**config.mk**
```make
export PLATFORM = sky130hd
export DESIGN_NAME = program_loader
export DESIGN_NICKNAME = d
export VERILOG_FILES = /design/src/rtl/program_loader.sv
export SDC_FILE = /design/constraint.sdc
export NUM_CORES = 1
export LEC_CHECK = 0
export CORE_MARGIN = 2
export CORE_UTILIZATION = 60
export CTS_BUF_LIST = sky130_fd_sc_hd__clkbuf_8
export CTS_CLUSTER_DIAMETER = 150
export CTS_CLUSTER_SIZE = 28
export DETAILED_ROUTE_END_ITERATION = 8
export HOLD_SLACK_MARGIN = 0.15
export PLACE_DENSITY = 0.95
export SYNTH_ARGS = -nofsm -noshare
export SYNTH_HDL_FRONTEND = slang
export SYNTH_SLANG_ARGS = --single-unit
```
**constraint.sdc**
```tcl
create_clock -name clk -period 2.76 [get_ports clk]
set_input_delay 0.276 -clock clk [delete_from_list [all_inputs] [get_ports clk]]
set_output_delay 0.276 -clock clk [all_outputs]
set_load 0.02 [all_outputs]
```
**src/rtl/program_loader.sv**
```systemverilog
// program_loader: writer side of the CPU instruction memory.
// Takes a framed stream (LEN, LEN payload words, CHECKSUM) over valid/ready,
// writes payload word k to address k one cycle after acceptance, and keeps
// the CPU in reset until a frame closes with a matching checksum.
module program_loader #(
  parameter int DATA_WIDTH = 8,
  parameter int ADDR_WIDTH = 5
) (
  input  logic                  clk,
  input  logic                  rst,
  input  logic                  start,
  input  logic                  in_valid,
  input  logic [DATA_WIDTH-1:0] in_data,
  output logic                  in_ready,
  output logic                  mem_wr,
  output logic [ADDR_WIDTH-1:0] mem_addr,
  output logic [DATA_WIDTH-1:0] mem_data,
  output logic                  cpu_rst,
  output logic                  busy,
  output logic                  done,
  output logic                  err
);

  // Width wide enough to compare a LEN word against DEPTH without truncation.
  localparam int LW = (DATA_WIDTH > ADDR_WIDTH + 1) ? DATA_WIDTH : ADDR_WIDTH + 1;
  localparam logic [LW-1:0]         DEPTH_L = LW'(2 ** ADDR_WIDTH);
  localparam logic [ADDR_WIDTH:0]   CNT_ONE = {{ADDR_WIDTH{1'b0}}, 1'b1};

  typedef enum logic [2:0] {
    ST_IDLE = 3'd0,
    ST_LEN  = 3'd1,
    ST_DATA = 3'd2,
    ST_CSUM = 3'd3,
    ST_DONE = 3'd4,
    ST_ERR  = 3'd5
  } state_t;

  state_t                state_r;
  logic [ADDR_WIDTH:0]   cnt_r;
  logic [ADDR_WIDTH:0]   len_r;
  logic [DATA_WIDTH-1:0] csum_r;

  logic [LW-1:0]         len_word_s;
  logic                  len_ok_s;
  logic [ADDR_WIDTH:0]   cnt_next_s;
  logic                  accept_s;

  // Running checksum: modular sum of payload words.
  function automatic logic [DATA_WIDTH-1:0] csum_add(
    input logic [DATA_WIDTH-1:0] acc,
    input logic [DATA_WIDTH-1:0] word
  );
    return acc + word;
  endfunction

  assign len_word_s = LW'(in_data);
  assign len_ok_s   = (len_word_s != {LW{1'b0}}) && (len_word_s <= DEPTH_L);
  assign cnt_next_s = cnt_r + CNT_ONE;
  assign accept_s   = in_valid && in_ready;

  // Ready is combinational so a word can be taken in the same cycle the state allows it.
  always_comb begin
    in_ready = 1'b0;
    case (state_r)
      ST_LEN, ST_DATA, ST_CSUM: in_ready = 1'b1;
      default:                  in_ready = 1'b0;
    endcase
  end

  // Frame FSM with registered status, memory write port and CPU reset.
  always_ff @(posedge clk or posedge rst) begin
    if (rst) begin
      state_r  <= ST_IDLE;
      cnt_r    <= {(ADDR_WIDTH+1){1'b0}};
      len_r    <= {(ADDR_WIDTH+1){1'b0}};
      csum_r   <= {DATA_WIDTH{1'b0}};
      mem_wr   <= 1'b0;
      mem_addr <= {ADDR_WIDTH{1'b0}};
      mem_data <= {DATA_WIDTH{1'b0}};
      cpu_rst  <= 1'b1;
      busy     <= 1'b0;
      done     <= 1'b0;
      err      <= 1'b0;
    end else begin
      mem_wr <= 1'b0;
      case (state_r)
        ST_IDLE, ST_DONE, ST_ERR: begin
          if (start) begin
            state_r <= ST_LEN;
            cnt_r   <= {(ADDR_WIDTH+1){1'b0}};
            csum_r  <= {DATA_WIDTH{1'b0}};
            cpu_rst <= 1'b1;
            busy    <= 1'b1;
            done    <= 1'b0;
            err     <= 1'b0;
          end
        end
        ST_LEN: begin
          if (accept_s) begin
            if (len_ok_s) begin
              len_r   <= len_word_s[ADDR_WIDTH:0];
              state_r <= ST_DATA;
            end else begin
              state_r <= ST_ERR;
              busy    <= 1'b0;
              err     <= 1'b1;
            end
          end
        end
        ST_DATA: begin
          if (accept_s) begin
            mem_wr   <= 1'b1;
            mem_addr <= cnt_r[ADDR_WIDTH-1:0];
            mem_data <= in_data;
            cnt_r    <= cnt_next_s;
            csum_r   <= csum_add(csum_r, in_data);
            if (cnt_next_s == len_r) begin
              state_r <= ST_CSUM;
            end
          end
        end
        ST_CSUM: begin
          if (accept_s) begin
            busy <= 1'b0;
            if (in_data == csum_r) begin
              state_r <= ST_DONE;
              cpu_rst <= 1'b0;
              done    <= 1'b1;
            end else begin
              state_r <= ST_ERR;
              err     <= 1'b1;
            end
          end
        end
        default: begin
          state_r <= ST_IDLE;
          cpu_rst <= 1'b1;
          busy    <= 1'b0;
          done    <= 1'b0;
          err     <= 1'b0;
        end
      endcase
    end
  end

endmodule

```
Word-level counts from Yosys, hierarchy flattened
Cells that the tools add are included.
{"block": "word_totals", "elab_cells": 80, "input_bits": 12, "out_inout_bits": 19, "regBits": 41}
{"block": "op_classes", "mux": 34, "n_lt_le_gt_ge": 1, "n_eq_ne": 15, "reduce_logical": 15, "addsub": 2, "bitwise": 2}
{"cell": "two-way mux 3 bit", "n": 6}
{"cell": "two-way mux 1 bit", "n": 17}
{"cell": "two-way mux 8 bit", "n": 2}
{"cell": "!= test 2 bit, second input constant", "n": 8}
{"cell": "case mux 8 bit (2 select lines)", "n": 1}
{"cell": "two-way mux 6 bit", "n": 2}
{"cell": "case mux 3 bit (4 select lines)", "n": 1}
{"cell": "case mux 6 bit (2 select lines)", "n": 1}
{"cell": "AND reduction 5 bit", "n": 2}
{"cell": "adder 8 bit", "n": 1}
{"cell": "equality test 8 bit", "n": 1}
{"cell": "less-or-equal comparator 8 x 6 -> 1 bit, second input constant", "n": 1}
{"cell": "case mux 1 bit (4 select lines)", "n": 2}
{"cell": "nonzero test 8 bit", "n": 1}
{"cell": "adder 6 x 1 -> 6 bit, second input constant", "n": 1}
{"cell": "equality test 3 x 2 -> 1 bit, second input constant", "n": 2}
{"cell": "equality test 3 bit, second input constant", "n": 2}
{"cell": "equality test 6 bit", "n": 1}
{"cell": "case mux 1 bit (3 select lines)", "n": 2}
{"cell": "AND reduction 3 bit", "n": 2}
{"cell": "AND reduction 6 bit", "n": 1}
{"cell": "OR reduction 3 bit", "n": 2}
{"cell": "AND reduction 4 bit", "n": 1}
{"cell": "equality test 3 x 1 -> 1 bit, second input constant", "n": 1}
{"cell": "6 further kinds", "n": 8}

Longest topological paths before layout
{"block": "logic_depth", "ltp_word": 6, "ltp_mapped": 7, "ltp_nobuf": 7}

Worst setup path after synthesis
No wires, ideal clock.
{"block": "synth_timing", "path_type": "in2reg", "from": "input in_data[4]", "to": "register len_r[0]", "setup_ns": 0.125, "n_path_buf": 0, "path_stages": 5, "required_ns": 2.635, "arrival_time_ns": 1.748, "setup_slack_ns": 0.887, "path_cell_list": "or4_1 o21ai_1 nand3_2 nor4_4 mux2_2"}
{"block": "synth_via", "elab_chain_len": 3, "word_cells_on_any_way": 4, "cone_classes": "order compare (1); reduce/logical (3)"}
{"item": "start: declaration", "line_no": "13", "source": "input logic [DATA_WIDTH-1:0] in_data,"}
{"item": "less-or-equal comparator 8 x 6 -> 1 bit / nonzero test 8 bit (equally long branches)", "line_no": "57", "source": "assign len_ok_s = (len_word_s != {LW{1'b0}}) && (len_word_s <= DEPTH_L);"}
{"item": "logical AND 1 bit *", "line_no": "57"}
{"item": "AND reduction 3 bit (no line) *"}
{"item": "end signal: assignment", "line_no": "75", "source": "len_r <= {(ADDR_WIDTH+1){1'b0}};"}
{"item": "end signal: assignment", "line_no": "101", "source": "len_r <= len_word_s[ADDR_WIDTH:0];"}
{"item": "end: declaration", "line_no": "40", "source": "logic [ADDR_WIDTH:0] len_r;"}
Every way passes the cells marked *; elsewhere a longest branch is shown, timed or not.
A chain may end at the register's enable or synchronous reset.

Worst setup path after layout
{"block": "layout_timing", "from": "register state_r[2]", "to": "register cnt_r[4]"}
{"block": "layout_via", "elab_chain_len": 6, "word_cells_on_any_way": 15, "cone_classes": "eq/ne (7); mux (2); reduce/logical (6)"}
{"item": "start: declaration", "line_no": "38", "source": "state_t state_r;"}
{"item": "start signal: assignment", "line_no": "73", "source": "state_r <= ST_IDLE;"}
{"item": "start signal: assignment", "line_no": "89", "source": "state_r <= ST_LEN;"}
{"item": "start signal: assignment", "line_no": "102", "source": "state_r <= ST_DATA;"}
{"item": "equality test 3 x 2 -> 1 bit (tied with other cells)", "line_no": "64", "source": "case (state_r)"}
{"item": "OR reduction 3 bit", "line_no": "64"}
{"item": "two-way mux 1 bit", "line_no": "64"}
{"item": "logical AND 1 bit", "line_no": "59", "source": "assign accept_s = in_valid && in_ready;"}
{"item": "!= test 2 bit (no line)"}
{"item": "AND reduction 3 bit (no line)"}
{"item": "end signal: assignment", "line_no": "74", "source": "cnt_r <= {(ADDR_WIDTH+1){1'b0}};"}
{"item": "end signal: assignment", "line_no": "90", "source": "cnt_r <= {(ADDR_WIDTH+1){1'b0}};"}
{"item": "end signal: assignment", "line_no": "115", "source": "cnt_r <= cnt_next_s;"}
{"item": "end: declaration", "line_no": "39", "source": "logic [ADDR_WIDTH:0] cnt_r;"}
Parallel ways exist; a longest one is shown, timed or not.

==> flow_summary.yaml <==
outcome:
  status: "finished clean"
synthesis:
  synth_cells: 224
  synth_area_leaders: "dfrtp_1 (47%), nand2_1 (8.9%), ha_1 (4.7%)"
  ys_top_cells_by_count: "nand2_1 (51), dfrtp_1 (40), o21ai_0 (18)"
  ys.flop_type: "dfrtp_1"
  synth.distinct_cells: 45
  ys_ff_latch: 41
  netlist.top_cell.by_area: "dfrtp_1"
  ys.warnings.count: 0
  yosysMostFrequentCell: "nand2_1"
  synth_edf_count: 0
  postSynthAreaPerCell_um2: 9.59
  synth_nets: 245
  async_flop_share_pct: 100
  synth_top_area_share_pct: 46.6
  seq_area_frac_synth_pct: 47.8
  syn-cell-area_um2: 2150
routing:
  route.vias.total: 1777
  drtIter0Drc: 125
  viasPerCell: 5.83
  dr.pass1.iters: 4
  postRouteWirelength_mm: 4.78
  wl_per_cell_um: 15.7
  drc: 0
  ant_nets: 0
grt:
  grt_pass1_vias: 1776
  antenna_found_initial: 0
  overflow: 0
  globalRouteTotalUtil_pct: 26.4
  grt_max_degree: 42
  grt_pass1_wl_mm: 8.26
timing:
  worst_pin_slew_ns: 1.22
  tns_ns: 0
  fmax_mhz: 433
  slew-limit-headroom_pct: 18.7
  finalHoldViolCount: 0
  fin_crit_sh_pct: 83.6
  skew_ns: 0.00581
  rsz0062_at_grt: "no"
  setup_viol: 0
  timing.hold.ws_ns: 0.407
  drv_slew: 0
  fin_crit_ns: 2.31
clock_tree:
  cts_sinks: 41
  postCtsHoldBufs: 0
  htree_num_levels: 2
  post_cts_buffers: 0
  clk_pin_slew_ns: 0.08
  cts_resized: 0
  clk_path_buf_depth: 2
  clkLatencyLatePin_ns: 0.30
  cts_tree: "yes"
  cts_buffers: 5
  cts_root_buffer: "clkbuf_8"
worst_setup_path:
  start_kind: "register"
  cpMaxStageDelayCell: "a2bb2oi_1"
  path_class: "register to register"
  critical_path_arrival_ns: 2.52
  path_buf_inv: 0
  rr_endpoint: "cnt_r[4]"
  critPathMaxFanout: 14
  r2r_slack_ns: 0.45
  cp_slowest_stage_delay_ns: 0.96
  path_cells: "nor2b_1, a21oi_1, a2bb2oi_1, o21ai_0, o31ai_1"
  cp_top_family: "compound AO/OA/AOI/OAI gates"
  cp.required_ns: 2.97
  regToRegStartpoint: "state_r[2]"
  reg2reg_depth: 5
  end_kind: "register"
placed_design:
  hpwl_mm: 3.24
  gp_congestion: 0.854
  numPlacedInstances: 297
  postPlaceCellArea_um2: 2510
  io_buffer_count: 30
power_and_ir_drop:
  p_leak_uw: 0.00121
  power.density_nw_per_um2: 1050
  power.total_uw: 2730
  ir_worst_vdd_mv: 0.576
floorplanning:
  start_util_pct: 63.4
  rows: 21
  num_io_pins: 31
  die_h_um: 63.8
  die-width_um: 63.8
  core_um2: 3390
  die_area_um2: 4070
layout:
  final_area_um2: 2610
  area_growth_syn_to_layout_pct: 21.4
  final_cells: 305
  diodes: 0
  final_layout_size_suffix_gt1_share_pct: 8.11
  nets: 279
run:
  cap_violations: 0
worst_hold_path:
  hold_class: "primary input to async pin"
==> worst min-delay path, stage by stage <==
cell and delay, ns:
clkdlybuf4s50_1 0.40, inv_1 0.05, buf_4 0.43
==> worst max path at each step <==
stage                     startpoint  endpoint  slack (ns)  cells after the start
after floorplan           in_data[4]  len_r[0]        0.89                      5
after global placement    in_data[0]  len_r[5]        0.30                      6
after detailed placement  in_data[4]  len_r[3]        0.25                      6
after CTS                 state_r[2]  cnt_r[4]        0.50                      5
after global routing      state_r[2]  cnt_r[4]        0.29                      5
final                     state_r[2]  cnt_r[4]        0.45                      5
==> sequential cells by signal (all words and copies together), names as in the netlist <==
| name | count |
|---|---|
| busy | 1 |
| cnt_r | 6 |
| cpu_rst | 1 |
| csum_r | 8 |
| done | 1 |
| err | 1 |
| len_r | 6 |
| mem_addr | 5 |
| mem_data | 8 |
| mem_wr | 1 |
| state_r | 3 |
==> where the power goes <==
group	total, uW	switching, uW	internal [uW]
Combinational	1260	669	595
Clock	439	212	226
Sequential	1020	194	829
==> final cells by class <==
class / instances / area (um2)
clock buffers: 7 / 96.3
inverters: 11 / 41.3
flip-flops and latches: 41 / 1030
clock inverters: 1 / 5.00
well taps: 46 / 57.6
multi-input cells: 165 / 1050
fillers: 223 / 782
repair buffers: 34 / 330
==> cells in the final DEF, fill, tap and decap left out, types with 2 or more instances in the layout <==
master,synthesis,final
o21a_1,3,3
mux2_2,6,6
nand3_1,6,6
xor2_1,4,4
a21oi_1,6,6
a21boi_0,2,2
nand2_1,51,51
o21ai_0,18,18
nor2b_1,5,5
xnor2_1,10,10
nor2_1,6,6
clkdlybuf4s50_1,0,30
dfrtp_1,40,40
clkbuf_8,0,7
and2_1,2,2
ha_1,8,8
and3_1,3,3
buf_4,0,4
a22o_1,3,3
o31ai_1,3,3
inv_1,10,10
nor3_1,4,4
o211ai_1,4,4
==> stage by stage <==
stage / util (%) / setup WS (ns)
after floorplan: - / 0.887
after global placement: 73.9 / 0.301
after detailed placement: 73.9 / 0.250
after CTS: 76.9 / 0.498
after global routing: 76.9 / 0.286
final: 76.9 / 0.453
==> logic make-up after synthesis <==
group,count (synthesis),share of synthesized area [%]
simple gates,86,19.3
compound gates,50,15.1
flops,41,47.8
buf+inv,18,3.32
xor+xnor,14,5.71
fa+ha+maj,9,5.59
mux,6,3.14
==> metal layers <==
metal / up-vias / track usage [%] / routed length (um)
met5: - / 0 / 0
met4: 0 / 13.9 / 124
met3: 14 / 6.51 / 228
met2: 54 / 41.4 / 2370
met1: 867 / 33.9 / 2050
li1: 842 / - / -
Note: power is estimated with default switching activity, not from simulation.
